File: src/rtl/alu_share_arb_if.sv
// Bundle of both requester channels and the shared ALU operand/result bus.
// The slave modport is the arbiter; the master modport is the requesters plus the ALU.
interface alu_share_arb_if #(
    parameter int WIDTH = 16,
    parameter int CTLW  = 3,
    parameter int FLGW  = 3
);
    logic             req0_valid;
    logic             req0_ready;
    logic [WIDTH-1:0] req0_a;
    logic [WIDTH-1:0] req0_b;
    logic [CTLW-1:0]  req0_ctl;
    logic             rsp0_valid;
    logic             rsp0_ready;
    logic [WIDTH-1:0] rsp0_result;
    logic [FLGW-1:0]  rsp0_flags;

    logic             req1_valid;
    logic             req1_ready;
    logic [WIDTH-1:0] req1_a;
    logic [WIDTH-1:0] req1_b;
    logic [CTLW-1:0]  req1_ctl;
    logic             rsp1_valid;
    logic             rsp1_ready;
    logic [WIDTH-1:0] rsp1_result;
    logic [FLGW-1:0]  rsp1_flags;

    logic [WIDTH-1:0] alu_a;
    logic [WIDTH-1:0] alu_b;
    logic [CTLW-1:0]  alu_ctl;
    logic [WIDTH-1:0] alu_result;
    logic [FLGW-1:0]  alu_flags;

    modport slave (
        input  req0_valid, req0_a, req0_b, req0_ctl, rsp0_ready,
        input  req1_valid, req1_a, req1_b, req1_ctl, rsp1_ready,
        input  alu_result, alu_flags,
        output req0_ready, rsp0_valid, rsp0_result, rsp0_flags,
        output req1_ready, rsp1_valid, rsp1_result, rsp1_flags,
        output alu_a, alu_b, alu_ctl
    );

    modport master (
        output req0_valid, req0_a, req0_b, req0_ctl, rsp0_ready,
        output req1_valid, req1_a, req1_b, req1_ctl, rsp1_ready,
        output alu_result, alu_flags,
        input  req0_ready, rsp0_valid, rsp0_result, rsp0_flags,
        input  req1_ready, rsp1_valid, rsp1_result, rsp1_flags,
        input  alu_a, alu_b, alu_ctl
    );
endinterface

File: src/rtl/alu_share_arb.sv
// Round-robin sharing of one combinational ALU between two valid/ready requesters.
// Operands are registered into the ALU; the result is held per-port until consumed.
module alu_share_arb #(
    parameter int WIDTH = 16,
    parameter int CTLW  = 3,
    parameter int FLGW  = 3
) (
    input  logic               clk,
    input  logic               rst_n,
    alu_share_arb_if.slave     bus
);

    typedef enum logic [1:0] {
        IDLE = 2'd0,
        EXEC = 2'd1,
        RESP = 2'd2
    } state_t;

    state_t           state, state_nxt;
    logic             owner;
    logic             last_grant;
    logic             grant0, grant1;
    logic             rsp_fire;
    logic             accept_ok;
    logic             accept0, accept1;

    logic             rsp0_valid_q, rsp1_valid_q;
    logic [WIDTH-1:0] rsp0_result_q, rsp1_result_q;
    logic [FLGW-1:0]  rsp0_flags_q, rsp1_flags_q;
    logic [WIDTH-1:0] alu_a_q, alu_b_q;
    logic [CTLW-1:0]  alu_ctl_q;

    // The owner's response firing opens the accept window in the same cycle,
    // so rsp_ready reaches req_ready combinationally on purpose.
    always_comb begin
        grant0    = bus.req0_valid & (~bus.req1_valid | last_grant);
        grant1    = bus.req1_valid & (~bus.req0_valid | ~last_grant);
        rsp_fire  = owner ? (rsp1_valid_q & bus.rsp1_ready)
                          : (rsp0_valid_q & bus.rsp0_ready);
        accept_ok = (state == IDLE) | ((state == RESP) & rsp_fire);
        accept0   = grant0 & accept_ok;
        accept1   = grant1 & accept_ok;
    end

    // Ready is forced low while reset is asserted; the flops ignore accepts then anyway.
    assign bus.req0_ready  = accept0 & rst_n;
    assign bus.req1_ready  = accept1 & rst_n;
    assign bus.rsp0_valid  = rsp0_valid_q;
    assign bus.rsp1_valid  = rsp1_valid_q;
    assign bus.rsp0_result = rsp0_result_q;
    assign bus.rsp1_result = rsp1_result_q;
    assign bus.rsp0_flags  = rsp0_flags_q;
    assign bus.rsp1_flags  = rsp1_flags_q;
    assign bus.alu_a       = alu_a_q;
    assign bus.alu_b       = alu_b_q;
    assign bus.alu_ctl     = alu_ctl_q;

    // NOTE: state registers use non-blocking assignments so every flop samples
    // pre-edge values, independent of the order the processes are evaluated in.
    always_ff @(posedge clk or negedge rst_n) begin
        if (!rst_n) state <= IDLE;
        else        state <= state_nxt;
    end

    // NOTE: state_nxt gets its default before the case, so no path leaves it
    // unassigned and no latch is inferred.
    always_comb begin
        state_nxt = state;
        case (state)
            IDLE: if (accept0 | accept1) state_nxt = EXEC;
            EXEC: state_nxt = RESP;
            RESP: if (rsp_fire) state_nxt = (accept0 | accept1) ? EXEC : IDLE;
            default: state_nxt = IDLE;
        endcase
    end

    always_ff @(posedge clk or negedge rst_n) begin
        if (!rst_n) begin
            owner         <= 1'b0;
            last_grant    <= 1'b1;
            alu_a_q       <= '0;
            alu_b_q       <= '0;
            alu_ctl_q     <= '0;
            rsp0_valid_q  <= 1'b0;
            rsp1_valid_q  <= 1'b0;
            rsp0_result_q <= '0;
            rsp1_result_q <= '0;
            rsp0_flags_q  <= '0;
            rsp1_flags_q  <= '0;
        end else begin
            if (accept0 | accept1) begin
                alu_a_q    <= accept1 ? bus.req1_a   : bus.req0_a;
                alu_b_q    <= accept1 ? bus.req1_b   : bus.req0_b;
                alu_ctl_q  <= accept1 ? bus.req1_ctl : bus.req0_ctl;
                owner      <= accept1;
                last_grant <= accept1;
            end

            if (state == EXEC) begin
                if (owner) begin
                    rsp1_result_q <= bus.alu_result;
                    rsp1_flags_q  <= bus.alu_flags;
                    rsp1_valid_q  <= 1'b1;
                end else begin
                    rsp0_result_q <= bus.alu_result;
                    rsp0_flags_q  <= bus.alu_flags;
                    rsp0_valid_q  <= 1'b1;
                end
            end

            // Clears the outgoing owner's response even if a new accept retargets owner.
            if ((state == RESP) && rsp_fire) begin
                if (owner) rsp1_valid_q <= 1'b0;
                else       rsp0_valid_q <= 1'b0;
            end
        end
    end

endmodule

File: src/flat_wrapper.sv
// flat-port wrapper written by rule: the top's interface ports become plain ports
module alu_share_arb_flat 
#(
    parameter int WIDTH = 16,
    parameter int CTLW  = 3,
    parameter int FLGW  = 3
)
  (clk, rst_n, bus_req0_valid, bus_req0_a, bus_req0_b, bus_req0_ctl, bus_rsp0_ready, bus_req1_valid, bus_req1_a, bus_req1_b, bus_req1_ctl, bus_rsp1_ready, bus_alu_result, bus_alu_flags, bus_req0_ready, bus_rsp0_valid, bus_rsp0_result, bus_rsp0_flags, bus_req1_ready, bus_rsp1_valid, bus_rsp1_result, bus_rsp1_flags, bus_alu_a, bus_alu_b, bus_alu_ctl);
  alu_share_arb_if #(.WIDTH(WIDTH), .CTLW(CTLW), .FLGW(FLGW)) bus_i ();
  input  logic clk;
  input  logic rst_n;
  input wire logic [$bits(bus_i.req0_valid)-1:0] bus_req0_valid;
  input wire logic [$bits(bus_i.req0_a)-1:0] bus_req0_a;
  input wire logic [$bits(bus_i.req0_b)-1:0] bus_req0_b;
  input wire logic [$bits(bus_i.req0_ctl)-1:0] bus_req0_ctl;
  input wire logic [$bits(bus_i.rsp0_ready)-1:0] bus_rsp0_ready;
  input wire logic [$bits(bus_i.req1_valid)-1:0] bus_req1_valid;
  input wire logic [$bits(bus_i.req1_a)-1:0] bus_req1_a;
  input wire logic [$bits(bus_i.req1_b)-1:0] bus_req1_b;
  input wire logic [$bits(bus_i.req1_ctl)-1:0] bus_req1_ctl;
  input wire logic [$bits(bus_i.rsp1_ready)-1:0] bus_rsp1_ready;
  input wire logic [$bits(bus_i.alu_result)-1:0] bus_alu_result;
  input wire logic [$bits(bus_i.alu_flags)-1:0] bus_alu_flags;
  output wire logic [$bits(bus_i.req0_ready)-1:0] bus_req0_ready;
  output wire logic [$bits(bus_i.rsp0_valid)-1:0] bus_rsp0_valid;
  output wire logic [$bits(bus_i.rsp0_result)-1:0] bus_rsp0_result;
  output wire logic [$bits(bus_i.rsp0_flags)-1:0] bus_rsp0_flags;
  output wire logic [$bits(bus_i.req1_ready)-1:0] bus_req1_ready;
  output wire logic [$bits(bus_i.rsp1_valid)-1:0] bus_rsp1_valid;
  output wire logic [$bits(bus_i.rsp1_result)-1:0] bus_rsp1_result;
  output wire logic [$bits(bus_i.rsp1_flags)-1:0] bus_rsp1_flags;
  output wire logic [$bits(bus_i.alu_a)-1:0] bus_alu_a;
  output wire logic [$bits(bus_i.alu_b)-1:0] bus_alu_b;
  output wire logic [$bits(bus_i.alu_ctl)-1:0] bus_alu_ctl;
  assign bus_i.req0_valid = bus_req0_valid;
  assign bus_i.req0_a = bus_req0_a;
  assign bus_i.req0_b = bus_req0_b;
  assign bus_i.req0_ctl = bus_req0_ctl;
  assign bus_i.rsp0_ready = bus_rsp0_ready;
  assign bus_i.req1_valid = bus_req1_valid;
  assign bus_i.req1_a = bus_req1_a;
  assign bus_i.req1_b = bus_req1_b;
  assign bus_i.req1_ctl = bus_req1_ctl;
  assign bus_i.rsp1_ready = bus_rsp1_ready;
  assign bus_i.alu_result = bus_alu_result;
  assign bus_i.alu_flags = bus_alu_flags;
  assign bus_req0_ready = bus_i.req0_ready;
  assign bus_rsp0_valid = bus_i.rsp0_valid;
  assign bus_rsp0_result = bus_i.rsp0_result;
  assign bus_rsp0_flags = bus_i.rsp0_flags;
  assign bus_req1_ready = bus_i.req1_ready;
  assign bus_rsp1_valid = bus_i.rsp1_valid;
  assign bus_rsp1_result = bus_i.rsp1_result;
  assign bus_rsp1_flags = bus_i.rsp1_flags;
  assign bus_alu_a = bus_i.alu_a;
  assign bus_alu_b = bus_i.alu_b;
  assign bus_alu_ctl = bus_i.alu_ctl;
  alu_share_arb #(.WIDTH(WIDTH), .CTLW(CTLW), .FLGW(FLGW)) u_core (.clk(clk), .rst_n(rst_n), .bus(bus_i));
endmodule
File: config.mk
export PLATFORM = sky130hd
export DESIGN_NAME = alu_share_arb_flat
export DESIGN_NICKNAME = d
export VERILOG_FILES = /design/src/rtl/alu_share_arb_if.sv /design/src/rtl/alu_share_arb.sv /design/src/flat_wrapper.sv
export SDC_FILE = /design/constraint.sdc
export NUM_CORES = 1
export LEC_CHECK = 0
export BUFFER_PORTS_ARGS = -buffer_cell sky130_fd_sc_hd__buf_4
export CAP_MARGIN = 10
export CORE_MARGIN = 4
export CORE_UTILIZATION = 35
export DETAILED_ROUTE_END_ITERATION = 10
export PLACE_DENSITY_LB_ADDON = 0.3
export REMOVE_ABC_BUFFERS = 1
export SLEW_MARGIN = 30
export SYNTH_ARGS = -nofsm -noshare
export SYNTH_HDL_FRONTEND = slang
export SYNTH_SLANG_ARGS = --single-unit
File: constraint.sdc
create_clock -name clk -period 2.84 [get_ports clk]
set_input_delay 0.284 -clock clk [delete_from_list [all_inputs] [get_ports clk]]
set_output_delay 0.284 -clock clk [all_outputs]
set_load 0.01 [all_outputs]
==> impl_metrics.env, run 1 <==
export IMPL_outcome="complete, no violations"
export IMPL_mostFrequentLayoutCell="buf_4"
export IMPL_cp_num_buf_inv=1
export IMPL_grt_pass1_vias=2954
export IMPL_period_needed_ns=2.29
export IMPL_crit_type="reg2out"
export IMPL_drtPass1Iterations=7
export IMPL_nets=573
export IMPL_cpMaxStageDelayCell="a311oi_4"
export IMPL_drt_iter0_markers=237
export IMPL_synth_edff_count=0
export IMPL_crit_path_max_incr_delay_ns=0.59
export IMPL_dieArea_sq_mm=0.0117
export IMPL_period_share=0.805
export IMPL_initial_core_util=0.360
export IMPL_port_buffers=171
export IMPL_fin_tns_setup_ns=0
export IMPL_antenna_found_initial=1
export IMPL_reg2reg_from="u_core.owner"
export IMPL_insertion_delay_ns=0.34
export IMPL_whs_ns=0.170
export IMPL_timing_final_ws_setup_ns=0.552
export IMPL_pre_cts_slack_ns=0.874
export IMPL_cts_root_buf="clkbuf_8"
export IMPL_clock_path_buffers=2
export IMPL_setup_viol=0
export IMPL_cts_sinks=79
export IMPL_pin_count=172
export IMPL_hold_path_end="u_core.bus.rsp1_result[4]"
export IMPL_yosysUniqueCellTypes=28
export IMPL_ys_warn_count=0
export IMPL_cts_made_buffers=9
export IMPL_r2r_end="u_core.bus.alu_a[9]"
export IMPL_hold_viol_final=0
export IMPL_critical_path_peak_fanout=9
export IMPL_fin_worst_skew_ns=0.0123
export IMPL_dpl_instance_area_sq_mm=0.00490
export IMPL_die_h_microns=108
export IMPL_p_leak_nw=2.79
export IMPL_post_dp_hpwl_microns=6700
export IMPL_r2r_cells=4
export IMPL_final_area_sq_mm=0.00514
export IMPL_irDropWorstVdd_mv=0.418
export IMPL_grt_ovfl_total=0
export IMPL_tightest_slew_ns=0.741
export IMPL_crit_chain="nand3b_4 > a311oi_4 > and2_1 > buf_4"
export IMPL_yosysSeqAreaShare=0.563
export IMPL_grt_usage=0.157
export IMPL_crit_family="compound AO/OA/AOI/OAI gates"
export IMPL_slew_headroom=0.506
export IMPL_cts_tree="built"
export IMPL_synthesis_area_sq_mm=0.00352
export IMPL_final_cell_mix="178 x buf_4, 109 x inv_1, 78 x dfrtp_1"
export IMPL_synthArstFlopShare=1.00
export IMPL_path_clk_slew_ns=0.08
export IMPL_grt_max_degree=61
export IMPL_rsz0062_at_grt="no"
export IMPL_synthFlopType="dfrtp_1"
export IMPL_ant_nets=0
export IMPL_endpoint_kind="output pin"
export IMPL_arrival_ns=2.00
export IMPL_die_x_microns=108
export IMPL_wl_microns=8960
export IMPL_cts_resized=0
export IMPL_rows=36
export IMPL_grt_pass1_wl_microns=14400
export IMPL_coreArea_sq_mm=0.00977
export IMPL_drv_cap=0
export IMPL_synth_area_leaders="dfrtp_1 56%, inv_1 12%, mux2_2 10%"
export IMPL_ys_ff_latch=79
export IMPL_synth_top_area_frac=0.555
export IMPL_fmax_ghz=0.437
export IMPL_drc=0
export IMPL_min_from="bus_alu_result[4]"
export IMPL_r2r_slack_ns=0.88
export IMPL_cts_max_level=3
export IMPL_powerDensity_mw_per_mm2=1070
export IMPL_gp_congestion=0.809
export IMPL_synth_area_per_cell_sq_um=11.6
export IMPL_syn_inst=303
export IMPL_utilization=0.525
export IMPL_holdPathStages=2
export IMPL_critPathLaunchType="register"
export IMPL_cp_required_ns=2.56
export IMPL_drt_wirelength_per_cell_microns=14.5
export IMPL_finalMaxSlewViolations=0
export IMPL_drive_gt1_frac=0.482
export IMPL_vias=2923
export IMPL_syn_to_final_growth_pct=46.1
export IMPL_vias_per_cell=4.74
export IMPL_synth_area_leader_cell="dfrtp_1"
export IMPL_holdCritPathClass="in2reg"
[sequential cells by signal, summed over array words and instances, names as in the netlist, named ones only]
register,flops
u_core.bus.alu_ctl,3
u_core.bus.alu_a,16
u_core.state,2
u_core.bus.rsp1_flags,3
u_core.bus.rsp0_result,16
u_core.last_grant,1
u_core.owner,1
u_core.bus.alu_b,16
u_core.bus.rsp0_flags,3
u_core.bus.rsp1_result,16
[routing by layer]
layer	wire [microns]	track usage
met1	3630	0.203
met2	4120	0.242
met3	1140	0.0704
met4	70	0.0379
met5	0	0
[report_power, final]
group	leakage, nW	switching [mW]	internal (mW)
clock network	0.110	0.400	0.520
registers	0.901	0.371	1.70
logic	1.78	1.13	1.37
[metrics by stage]
stage / total power [mW] / cells
finish: 5.50 / 617
floorplan: 3.30 / 288
global route: 5.89 / 617
CTS: 5.57 / 616
global placement: 4.57 / 599
detailed placement: 4.64 / 599
[what timing repair did]
item | CTS | global route
setup buffers | 0 | 0
hold buffers | 1 | 0
hold endpoints to repair | 19 | 0
[how the worst max path moves through the flow]
stage,cells past startpoint,from,endpoint,slack (ns)
after global placement,4,u_core.owner,u_core.bus.alu_b[3],0.93
after floorplan,3,u_core.owner,bus_req1_ready,0.68
after CTS,4,u_core.owner,bus_req0_ready,0.49
after global routing,4,u_core.owner,bus_req0_ready,0.41
after detailed placement,4,u_core.owner,u_core.bus.alu_a[9],0.87
final,4,u_core.owner,bus_req0_ready,0.55
[layout make-up]
| class | count | area, sq um |
|---|---|---|
| sequential | 79 | 1980 |
| clock inverter | 5 | 81.3 |
| fill | 845 | 4640 |
| inverter | 109 | 409 |
| antenna | 1 | 2.50 |
| clock buffer | 11 | 141 |
| timing repair buffer | 179 | 1350 |
| tap | 133 | 166 |
| multi-input combinational | 100 | 1010 |
[worst register-to-register path, delay by kind of cell (launching register included)]
family / cells / cell delay, ns
AOI/OAI and AO/OA: 2 / 0.74
buffers and inverters: 1 / 0.34
DFF: 1 / 0.48
and+or+nand+nor: 1 / 0.26
[cell families after synthesis]
group | share of synthesized area
mux | 0.122
buf+inv | 0.150
flops | 0.563
compound gates | 0.139
simple gates | 0.0267
[Yosys cell counts (3+ instances only)]
cell,instances
a21oi_1,4
a222oi_1,35
buf_2,10
buf_8,3
dfrtp_1,78
inv_1,109
mux2_1,6
mux2_2,32
(Power assumes the default switching activity.)
==> run 2, diff against run 1 <==
--- a/config.mk
+++ b/config.mk
@@ -5,6 +5,7 @@
 export SDC_FILE = /design/constraint.sdc
 export NUM_CORES = 1
 export LEC_CHECK = 0
+export ABC_AREA = 1
 export BUFFER_PORTS_ARGS = -buffer_cell sky130_fd_sc_hd__buf_4
 export CAP_MARGIN = 10
 export CORE_MARGIN = 4
==> constraint.sdc (replaced) <==
create_clock -name clk -period 2.1 [get_ports clk]
set_input_delay 0.21 -clock clk [delete_from_list [all_inputs] [get_ports clk]]
set_output_delay 0.21 -clock clk [all_outputs]
set_load 0.01 [all_outputs]
==> run 2 against run 1 <==
Against the previous run: global-route usage is 0.93 points higher; clock skew is 0.0015 ns higher; utilization is 1.2 points lower; die area is 8.2% higher; flip-flop and latch count stayed put; synthesized area is 8.9% higher; critical endpoint unchanged; largest cell class unchanged; highest routed layer unchanged.
==> impl_metrics.env, run 2 <==
export IMPL_endpoint_kind="output pin"
export IMPL_cts_max_level=3
export IMPL_post_dp_hpwl_microns=7620
export IMPL_critPathLaunchType="register"
export IMPL_period_needed_ns=1.95
export IMPL_ys_ff_latch=79
export IMPL_fmax_ghz=0.514
export IMPL_swShare=0.405
export IMPL_synth_area_leaders="dfrtp_1 51%, nand2_1 11%, nand3_1 9.2%"
export IMPL_finalNonFillerCells=778
export IMPL_insertion_delay_ns=0.35
export IMPL_drtPass1Iterations=4
export IMPL_grt_pass1_vias=3595
export IMPL_cts_made_buffers=9
export IMPL_gp_congestion=0.792
export IMPL_r2r_slack_ns=0.38
export IMPL_cts_tree="built"
export IMPL_grt_ovfl_total=0
export IMPL_synth_top_area_frac=0.510
export IMPL_grt_usage=0.166
export IMPL_die_h_microns=113
export IMPL_power_frac_comb=0.487
export IMPL_p_leak_nw=3.10
export IMPL_die_x_microns=113
export IMPL_drt_iter0_markers=163
export IMPL_timing_final_ws_setup_ns=0.154
export IMPL_clock_power_share=0.152
export IMPL_yosysUniqueCellTypes=21
export IMPL_finalMaxSlewViolations=0
export IMPL_antenna_cells=0
export IMPL_rows=37
export IMPL_critical_path_peak_fanout=37
export IMPL_synth_edff_count=0
export IMPL_dieArea_sq_mm=0.0127
export IMPL_antenna_found_initial=0
export IMPL_crit_start="u_core.owner"
export IMPL_ant_nets=0
export IMPL_fin_worst_skew_ns=0.0138
export IMPL_synthesis_area_sq_mm=0.00383
export IMPL_cts_resized=0
export IMPL_reg2reg_from="u_core.owner"
export IMPL_holdCritPathClass="in2reg"
export IMPL_tightest_slew_ns=0.655
export IMPL_utilization=0.513
export IMPL_synth_common_cells="116 x nand2_1, 91 x inv_1, 78 x dfrtp_1, 70 x nand3_1, 40 x o21ai_0"
export IMPL_place_inst=761
export IMPL_cts_sinks=79
export IMPL_grt_pass1_wl_microns=17300
export IMPL_irDropWorstVdd_mv=0.460
export IMPL_wl_microns=10600
export IMPL_yosysSeqAreaShare=0.517
export IMPL_synthArstFlopShare=1.00
export IMPL_nets=732
export IMPL_synth_area_leader_cell="dfrtp_1"
export IMPL_ys_warn_count=0
export IMPL_mostFrequentLayoutCell="buf_4"
export IMPL_coreArea_sq_mm=0.0105
export IMPL_drt_wirelength_per_cell_microns=13.7
export IMPL_syn_inst=477
export IMPL_p_sw_mw=3.10
export IMPL_slew_headroom=0.564
export IMPL_synthFlopType="dfrtp_1"
export IMPL_outcome="complete, no violations"
export IMPL_drv_cap=0
export IMPL_pre_cts_slack_ns=0.409
export IMPL_path_clk_slew_ns=0.09
export IMPL_final_cell_mix="180 x buf_4, 116 x nand2_1, 91 x inv_1"
export IMPL_clock_path_buffers=2
export IMPL_pin_count=172
export IMPL_initial_core_util=0.364
export IMPL_arrival_ns=1.74
export IMPL_drc=0
export IMPL_setup_viol=0
export IMPL_rsz0062_at_grt="no"
export IMPL_crit_type="reg2out"
export IMPL_powerDensity_mw_per_mm2=1420
export IMPL_grt_max_degree=60
export IMPL_cts_root_buf="clkbuf_8"
export IMPL_drive_gt1_frac=0.322
export IMPL_synth_area_per_cell_sq_um=8.02
export IMPL_vias_per_cell=4.65
export IMPL_syn_to_final_growth_pct=41.0
export IMPL_min_from="bus_alu_result[11]"
export IMPL_cp_required_ns=1.89
export IMPL_port_buffers=171
export IMPL_seq_power_share=0.361
export IMPL_intPower_mw=4.54
export IMPL_hold_viol_final=0
export IMPL_yosysMostFrequentCell="nand2_1"
export IMPL_period_share=0.926
export IMPL_vias=3617
run 2: cell types whose count changed after synthesis, sizes merged, moves of 4 or more:
cell	change
clkbuf	+10
nand3	+73
buf	+8
inv	-17
nand2	+116
a21oi	-4
o21ai	+39
nand4	+35
a222oi	-35
mux2	-38
run 2: per-stage QoR:
| stage | setup TNS (ns) | total power, mW | hold WS, ns | cell area (sq um) |
|---|---|---|---|---|
| after floorplan | -31.16 | 4.57 | -0.0856 | 3640 |
| after global routing | 0 | 8.25 | 0.119 | 5400 |
| final | 0 | 7.64 | 0.120 | 5400 |
| after detailed placement | 0 | 6.56 | 0.163 | 5180 |
| after global placement | 0 | 6.47 | 0.161 | 5180 |
| after CTS | 0 | 7.74 | 0.107 | 5400 |
run 2: path summary, 6_finish.rpt:
path | end | cells past startpoint
min in group asynchronous | u_core.bus.alu_b[15] | 2
hold / removal | u_core.bus.rsp0_result[11] | 3
setup reg to reg | u_core.bus.alu_a[5] | 8
setup / recovery | bus_req0_ready | 7
hold reg to reg | u_core.bus.rsp0_flags[0] | 2
max in group asynchronous | u_core.bus.alu_b[8] | 3
run 2: repair_timing:
| action | in CTS | in global routing |
|---|---|---|
| setup buffers | 0 | 0 |
| hold endpoints to repair | 27 | 0 |
| hold buffers | 1 | 0 |
run 2: cell families after synthesis:
| logic type | count (synthesis) | share of synthesized area |
|---|---|---|
| AOI/OAI and AO/OA | 43 | 0.0605 |
| and+or+nand+nor | 230 | 0.284 |
| buffers and inverters | 125 | 0.139 |
| DFF | 79 | 0.517 |
run 2: worst max-delay path, stage by stage (launching register included):
cell and delay [ns]:
dfrtp_1 0.42, inv_2 0.09, nand3_2 0.10, nand3_4 0.12
nand3_2 0.09, buf_4 0.28, nor3_2 0.15, buf_4 0.14
run 2: cell type report:
| cell class | count | area, sq um |
|---|---|---|
| Sequential cell | 79 | 1980 |
| Multi-Input combinational cell | 273 | 1320 |
| Clock inverter | 6 | 65.1 |
| Inverter | 92 | 345 |
| Timing Repair Buffer | 182 | 1380 |
| Tap cell | 136 | 170 |
| Fill cell | 1011 | 5110 |
| Clock buffer | 10 | 138 |
run 2: per-layer routing:
| metal | vias up | GRT usage | part of all wire |
|---|---|---|---|
| met5 | - | 0 | 0 |
| met3 | 17 | 0.0356 | 0.052 |
| met2 | 103 | 0.288 | 0.51 |
| li1 | 1821 | - | - |
| met4 | 0 | 0.0569 | 0.020 |
| met1 | 1676 | 0.205 | 0.42 |
run 2: power groups by stage:
stage,logic (mW),clock network (mW),registers [mW]
finish,3.72,1.16,2.76
global route,4.14,1.26,2.86
CTS,3.79,1.19,2.76
detailed placement,3.78,0,2.78
global placement,3.71,0,2.76
floorplan,1.52,0,3.05
